$ cat src/rtl/leaf_uplink_port.sv
// Leaf-side end of a spine<->leaf link.
// TX: buffers local flits and paces them onto the uplink against spine credits.
// RX: filters downlink flits by group/leaf address, buffers matches for the
//     local crossbar, and returns one credit per downlink flit popped or dropped.
module leaf_uplink_port #(
  parameter logic [3:0] GROUP_ID    = 4'b0111,
  parameter logic [1:0] LEAF_ID     = 2'd0,
  parameter int         DWIDTH      = 16,
  parameter int         FIFO_DEPTH  = 8,
  parameter int         CREDIT_INIT = 8,
  localparam int        CW          = $clog2(CREDIT_INIT + 1)
) (
  input  logic              clk,
  input  logic              reset,
  input  logic [DWIDTH-1:0] tx_data,
  input  logic              tx_valid,
  output logic              tx_ready,
  output logic [DWIDTH-1:0] up_data,
  output logic              up_valid,
  input  logic              credit_in,
  input  logic [DWIDTH-1:0] dn_data,
  input  logic              dn_valid,
  output logic [1:0]        credit_out,
  output logic [DWIDTH-1:0] rx_data,
  output logic              rx_valid,
  input  logic              rx_ready,
  output logic [CW-1:0]     credits,
  output logic [7:0]        drop_cnt,
  output logic [7:0]        ovf_cnt,
  output logic              credit_err
);

  localparam int             AW      = $clog2(FIFO_DEPTH);
  localparam int             NW      = AW + 1;
  localparam logic [NW-1:0]  DEPTH_N = NW'(FIFO_DEPTH);
  localparam logic [CW-1:0]  CINIT   = CW'(CREDIT_INIT);

  logic [DWIDTH-1:0] tx_mem [FIFO_DEPTH];
  logic [DWIDTH-1:0] rx_mem [FIFO_DEPTH];

  logic [AW-1:0]     tx_wr_q, tx_wr_d, tx_rd_q, tx_rd_d;
  logic [AW-1:0]     rx_wr_q, rx_wr_d, rx_rd_q, rx_rd_d;
  logic [NW-1:0]     tx_cnt_q, tx_cnt_d, rx_cnt_q, rx_cnt_d;
  logic [CW-1:0]     credits_q, credits_d;
  logic [DWIDTH-1:0] up_data_q, up_data_d;
  logic              up_valid_q, up_valid_d;
  logic [1:0]        credit_out_q, credit_out_d;
  logic [7:0]        drop_q, drop_d, ovf_q, ovf_d;
  logic              credit_err_q, credit_err_d;

  logic tx_push, tx_send, credit_ok;
  logic dn_match, rx_full, rx_pop, rx_push, drop_mis, drop_ovf;

  // Handshake and classification terms derived from current occupancy.
  always_comb begin
    tx_push   = tx_valid && tx_ready;
    tx_send   = (tx_cnt_q != '0) && (credits_q != '0);
    credit_ok = credit_in && (credits_q != CINIT);
    dn_match  = (dn_data[15:12] == GROUP_ID) && (dn_data[11:10] == LEAF_ID);
    rx_full   = (rx_cnt_q == DEPTH_N);
    rx_pop    = (rx_cnt_q != '0) && rx_ready;
    rx_push   = dn_valid && dn_match && (!rx_full || rx_pop);
    drop_mis  = dn_valid && !dn_match;
    drop_ovf  = dn_valid && dn_match && rx_full && !rx_pop;
  end

  // Next-state computation for pointers, counts, credits and status counters.
  always_comb begin
    // NOTE: every variable gets a default first so no path leaves it unassigned (no latch).
    tx_wr_d      = tx_wr_q;
    tx_rd_d      = tx_rd_q;
    tx_cnt_d     = tx_cnt_q;
    rx_wr_d      = rx_wr_q;
    rx_rd_d      = rx_rd_q;
    rx_cnt_d     = rx_cnt_q;
    credits_d    = credits_q;
    up_data_d    = up_data_q;
    up_valid_d   = tx_send;
    credit_err_d = credit_err_q | (credit_in && (credits_q == CINIT));
    credit_out_d = {1'b0, rx_pop} + {1'b0, drop_mis | drop_ovf};
    drop_d       = drop_q;
    ovf_d        = ovf_q;

    if (tx_push) tx_wr_d = tx_wr_q + AW'(1);
    if (tx_send) begin
      tx_rd_d   = tx_rd_q + AW'(1);
      up_data_d = tx_mem[tx_rd_q];
    end
    if (tx_push && !tx_send)      tx_cnt_d = tx_cnt_q + NW'(1);
    else if (!tx_push && tx_send) tx_cnt_d = tx_cnt_q - NW'(1);

    if (credit_ok && !tx_send)      credits_d = credits_q + CW'(1);
    else if (!credit_ok && tx_send) credits_d = credits_q - CW'(1);

    if (rx_push) rx_wr_d = rx_wr_q + AW'(1);
    if (rx_pop)  rx_rd_d = rx_rd_q + AW'(1);
    if (rx_push && !rx_pop)      rx_cnt_d = rx_cnt_q + NW'(1);
    else if (!rx_push && rx_pop) rx_cnt_d = rx_cnt_q - NW'(1);

    if (drop_mis && (drop_q != 8'hFF)) drop_d = drop_q + 8'd1;
    if (drop_ovf && (ovf_q  != 8'hFF)) ovf_d  = ovf_q  + 8'd1;
  end

  // FIFO storage; contents are don't-care until the pointers say otherwise.
  always_ff @(posedge clk) begin
    // NOTE: storage arrays are deliberately not reset; pointers and counts define validity.
    if (tx_push) tx_mem[tx_wr_q] <= tx_data;
    if (rx_push) rx_mem[rx_wr_q] <= dn_data;
  end

  // State registers with synchronous reset.
  always_ff @(posedge clk) begin
    // NOTE: non-blocking assignments so every flop samples pre-edge values.
    if (reset) begin
      tx_wr_q      <= '0;
      tx_rd_q      <= '0;
      tx_cnt_q     <= '0;
      rx_wr_q      <= '0;
      rx_rd_q      <= '0;
      rx_cnt_q     <= '0;
      credits_q    <= CINIT;
      up_data_q    <= '0;
      up_valid_q   <= 1'b0;
      credit_out_q <= 2'd0;
      drop_q       <= 8'd0;
      ovf_q        <= 8'd0;
      credit_err_q <= 1'b0;
    end else begin
      tx_wr_q      <= tx_wr_d;
      tx_rd_q      <= tx_rd_d;
      tx_cnt_q     <= tx_cnt_d;
      rx_wr_q      <= rx_wr_d;
      rx_rd_q      <= rx_rd_d;
      rx_cnt_q     <= rx_cnt_d;
      credits_q    <= credits_d;
      up_data_q    <= up_data_d;
      up_valid_q   <= up_valid_d;
      credit_out_q <= credit_out_d;
      drop_q       <= drop_d;
      ovf_q        <= ovf_d;
      credit_err_q <= credit_err_d;
    end
  end

  assign tx_ready   = (tx_cnt_q != DEPTH_N);
  assign up_data    = up_data_q;
  assign up_valid   = up_valid_q;
  assign credit_out = credit_out_q;
  assign rx_data    = rx_mem[rx_rd_q];
  assign rx_valid   = (rx_cnt_q != '0);
  assign credits    = credits_q;
  assign drop_cnt   = drop_q;
  assign ovf_cnt    = ovf_q;
  assign credit_err = credit_err_q;

endmodule

$ cat config.mk
export PLATFORM = sky130hd
export DESIGN_NAME = leaf_uplink_port
export DESIGN_NICKNAME = d
export VERILOG_FILES = /design/src/rtl/leaf_uplink_port.sv
export SDC_FILE = /design/constraint.sdc
export NUM_CORES = 1
export LEC_CHECK = 0
export CAP_MARGIN = 25
export CORE_MARGIN = 2
export CORE_UTILIZATION = 40
export CTS_BUF_LIST = sky130_fd_sc_hd__clkbuf_8 sky130_fd_sc_hd__clkbuf_16
export CTS_CLUSTER_DIAMETER = 200
export CTS_CLUSTER_SIZE = 12
export DETAILED_ROUTE_END_ITERATION = 16
export SYNTH_ARGS = -nofsm -noshare
export SYNTH_HDL_FRONTEND = slang
export SYNTH_SLANG_ARGS = --single-unit
$ cat constraint.sdc
create_clock -name clk -period 4.8 [get_ports clk]
set_input_delay 0.96 -clock clk [delete_from_list [all_inputs] [get_ports clk]]
set_output_delay 0.96 -clock clk [all_outputs]
set_load 0.05 [all_outputs]
==> reports/results.txt <==
By startpoint and endpoint, the worst setup path is classified as reg -> out. The number of flops mapped to enable cells by yosys was 256. Entering global routing, the biggest net connects 56 pins.

The count of cells in the finished layout, fillers not included, comes to 1234. The top achievable clock speed is 0.247 GHz, and the average size of a mapped cell is 18.3 um2. The first global-routing pass estimated 39.7 mm of wire.

The worst-case IR drop observed on VDD is 282 uV. Clock latency on the worst-skew pair, taken at its later pin, is 0.55 ns. Routability-driven placement finished with a final weighted congestion of 0.711.

The startpoint identified for the worst hold timing path is credit_err. The number of nets in the synthesized netlist is 749. During placement, the flow inserted port buffers numbering 95.

Global routing consumed, on the met3 layer, 2.89% of the routing resources. Overall power consumption after layout is estimated at 7.37 mW. The tools report the initial antenna violation count as 3.

The transition time at the pin with the least slew margin is 0.999 ns, and the sum of net half-perimeters after detailed placement is 15.8 mm. Cell family contributing the most delay on the critical path: buffers and inverters. From bottom edge to top edge, the die measures 182 um. The tightest min-delay check is of the reg -> reg type. The maximum level of the CTS H-tree was 1. The die outline width came out at 182 um.

The number of design rule violations left after detail routing was 0; the power share of the sequential group was 45.8%. The run gives 319 as the TritonCTS sink count. The logs give 40.4% for the initial core utilization and 3.84 ns for the required time at the worst-slack endpoint. In the global route stage, met1 resource usage came out at 19.2%. Ranked by total cell area, the synthesized netlist is headed by edfxtp_1 61%, dfxtp_1 10%, mux4_2 6.9%.

The startpoint identified for the worst register-to-register timing path is tx_cnt_q[0]. Power per standard cell area: 485 mW/mm2. In this run the worst path has a maximum fanout of 17.

Yosys printed 0 warnings. Using the TritonRoute via totals, the vias-per-cell ratio works out to 5.39. STA classifies the critical path endpoint as a primary output.

After clock tree synthesis, the setup repair step added 0 buffers. The I/O pin count was 96. The run gives 0 as the number of cells upsized or downsized after cts. The logs give 0.0314 mm2 for the core region area and 6646 for the total vias in the final route.

For the count of nets left with antenna violations after detail routing, the log shows 0. Prevailing post-synth register cell: edfxtp_1. The post-synthesis sequential element count was 319; the total length of routed wires was 25.7 mm. TritonCTS built the clock tree. After detailed routing, the average wire length per cell comes to 20.9 um. The setup TNS came out at 0 ns.

For the total CTS buffers, the log shows 30. Counting distinct cell types in the post-synthesis netlist gives 49. The critical path contains buffers and inverters numbering 2 combined.

The die footprint is 0.0331 mm2. STA classifies the critical path startpoint as a flop. The number of hold violations in the final report was 0; the internal power summed over all cells was 5.20 mW.

The cell area reported after detailed placement is 0.0143 mm2. The number of pins with negative max-slew slack in the final report is 0. The delay of the slowest cell on the worst path works out to 0.75 ns. The floorplan has 65 rows. The tools report the number of max-cap violations as 0. After synthesis the cells add up to 0.0127 mm2. The clock arrives with 0.0145 ns of skew. The via count of the first global-routing pass was 6971. Data on the critical path arrives at its endpoint at 3.09 ns. The clock transition time at the flip-flop clock pins of the worst setup and hold paths was 0.07 ns.

The share of cells above drive strength 1 is 18.8%. The net switching power figure is 2.17 mW. The share of synthesized area in the top cell type comes to 60.7%. Summed over all instances, the cell type with the most area after synthesis is edfxtp_1. The layer carrying the most global-route usage was met2. The run gives 0.473 ns as the worst hold slack.

For the static power due to leakage, the log shows 4.99 nW. The worst path in the final design needs a cycle of 4.05 ns, including I/O delays and setup. In this run the deepest clock path goes through 3 buffers.

For this run, asynchronously set or reset flops after synthesis account for 0%. The signal on the critical path passes through buf_12 -> mux4_2 -> mux2_2 -> clkdlybuf4s50_1. For the number of iterations in the first detailed-routing pass, the log shows 5. Slowest stage cell on the critical path: dfxtp_2. The clock group share of total power is 28.5%.

The switching part of the total works out to 29.4%. Once placement completed, the tool counted placed cells totaling 1178. Per report_power, the combinational group accounts for 25.7% of the total. Setup repair after global routing left no endpoint under its margin.

The worst-case headroom to the max-slew limit is 33.2%, and the met2 track demand over resource is 28.7%. Setup violations remaining at the end of the flow were counted as 0. Global routing consumed, over all layers together, 15.6% of the routing resources.

In this run, the number of DRC markers left after iteration 0 of detailed routing was 399. The net count of the finished layout is 865. The final critical path takes up 84.3% of the cycle. The flow ran to the end, and the final reports show no timing, DRC or antenna violations. The root buffer cell chosen for the clock tree is clkbuf_16. The count of hold buffers inserted by post-cts repair is 0, and the remaining global-route overflow is 0.

The instance count of the mapped netlist was 692; the sequential cell area fraction in the yosys report was 70.6%. The tools report the final instance area as 0.0152 mm2. Post-synthesis to final-layout area growth: 19.9%.
-- cell usage after synthesis (2+ instances only) --
library cell / n
or4_1: 6
nor3_1: 9
o21ai_0: 7
nor2b_1: 10
or4_4: 2
buf_2: 7
or2_2: 2
edfxtp_1: 256
xnor2_1: 4
a31oi_1: 5
nor4_1: 5
mux4_1: 25
o31ai_1: 6
inv_1: 8
nand3_1: 18
a22o_1: 16
nand2_1: 9
buf_1: 3
nor2_1: 42
mux2i_1: 7
mux4_2: 39
ha_1: 16
nand4_1: 3
nand4b_1: 2
a21oi_1: 17
xor2_1: 8
dfxtp_1: 63
or3_1: 4
clkbuf_1: 17
a211oi_1: 5
buf_6: 5
nor3b_1: 2
buf_4: 2
mux2_2: 37
nand2b_1: 9
fa_1: 3
-- state kept, by name, indices dropped and copies added, names as in the netlist, named ones only --
name        count
tx_wr_q         3
tx_cnt_q        4
rx_wr_q         3
credit_out      2
rx_rd_q         3
rx_cnt_q        4
up_data        16
tx_mem        128
rx_mem        128
credits         4
tx_rd_q         3
credit_err      1
up_valid        1
drop_cnt        8
ovf_cnt         8
-- stage by stage --
stage	setup WS [ns]	util (%)
final	0.754	48.4
after CTS	0.620	48.4
after detailed placement	0.641	45.6
after floorplan	0.888	-
after global routing	0.565	48.4
after global placement	0.739	45.0
-- cells by family after synthesis --
group,synth area share (%)
compound gates,3.52
mux,16.0
xor+xnor,0.830
buf+inv,1.67
fa+ha+maj,2.05
simple gates,5.33
flops,70.6
-- path summary, 6_finish.rpt --
check                                   end  cells after the start  slack, ns
worst min register to register   credit_err                      2       0.47
worst max register to register  tx_cnt_q[3]                     10       1.63
worst min-delay path             credit_err                      2       0.47
worst max-delay path             rx_data[5]                      4       0.75
-- routing by layer --
metal / vias to the layer above / routed length (um)
li1: 3031 / -
met1: 3424 / 10700
met2: 148 / 13400
met3: 39 / 1080
met4: 4 / 524
met5: - / 26
-- cell type report --
type                    instances  area [um2]
fillers                      2607       16200
flip-flops and latches        319        8950
multi-input cells             331        3590
repair buffers                118        1240
clock buffers                  31         776
well taps                     402         503
clock inverters                24        92.6
inverters                       8        30.0
diodes                          1        2.50
-- cells in the final DEF (no fill, tap or decap), types with 4 or more instances in the layout --
master and count:
clkbuf_16 31, xor2_1 8, inv_1 31, a21oi_1 17, or4_1 6, xnor2_1 4
a22o_1 16, o21ai_0 7, nor3_2 5, or3_1 4, a211oi_1 5, nor2_1 39
nand3_1 18, mux4_2 39, ha_1 16, buf_4 14, edfxtp_1 256, a31oi_1 5
mux2i_1 7, clkdlybuf4s50_1 94, o31ai_1 6, mux4_1 25, buf_16 4, mux2_2 37
nand2b_1 9, nor3_4 4, nor2b_1 10, dfxtp_1 60, nand2_1 9
-- power groups by stage --
stage               clock network (mW)  registers [mW]  logic (mW)
floorplan                            0            3.52        1.25
global route                      2.27            3.41        2.03
detailed placement                   0            3.44        1.91
CTS                               2.16            3.38        1.92
finish                            2.10            3.37        1.89
global placement                     0            3.46        1.78
-- worst reg2reg max path: stages (launching register included) --
cell	delay [ns]
dfxtp_1	0.37
or4b_1	0.65
nand2_1	0.41
inv_1	0.12
ha_1	0.23
inv_1	0.13
ha_1	0.29
a21oi_1	0.21
a211oi_1	0.12
a31oi_1	0.18
mux2_2	0.35
(Power assumes the default switching activity.)
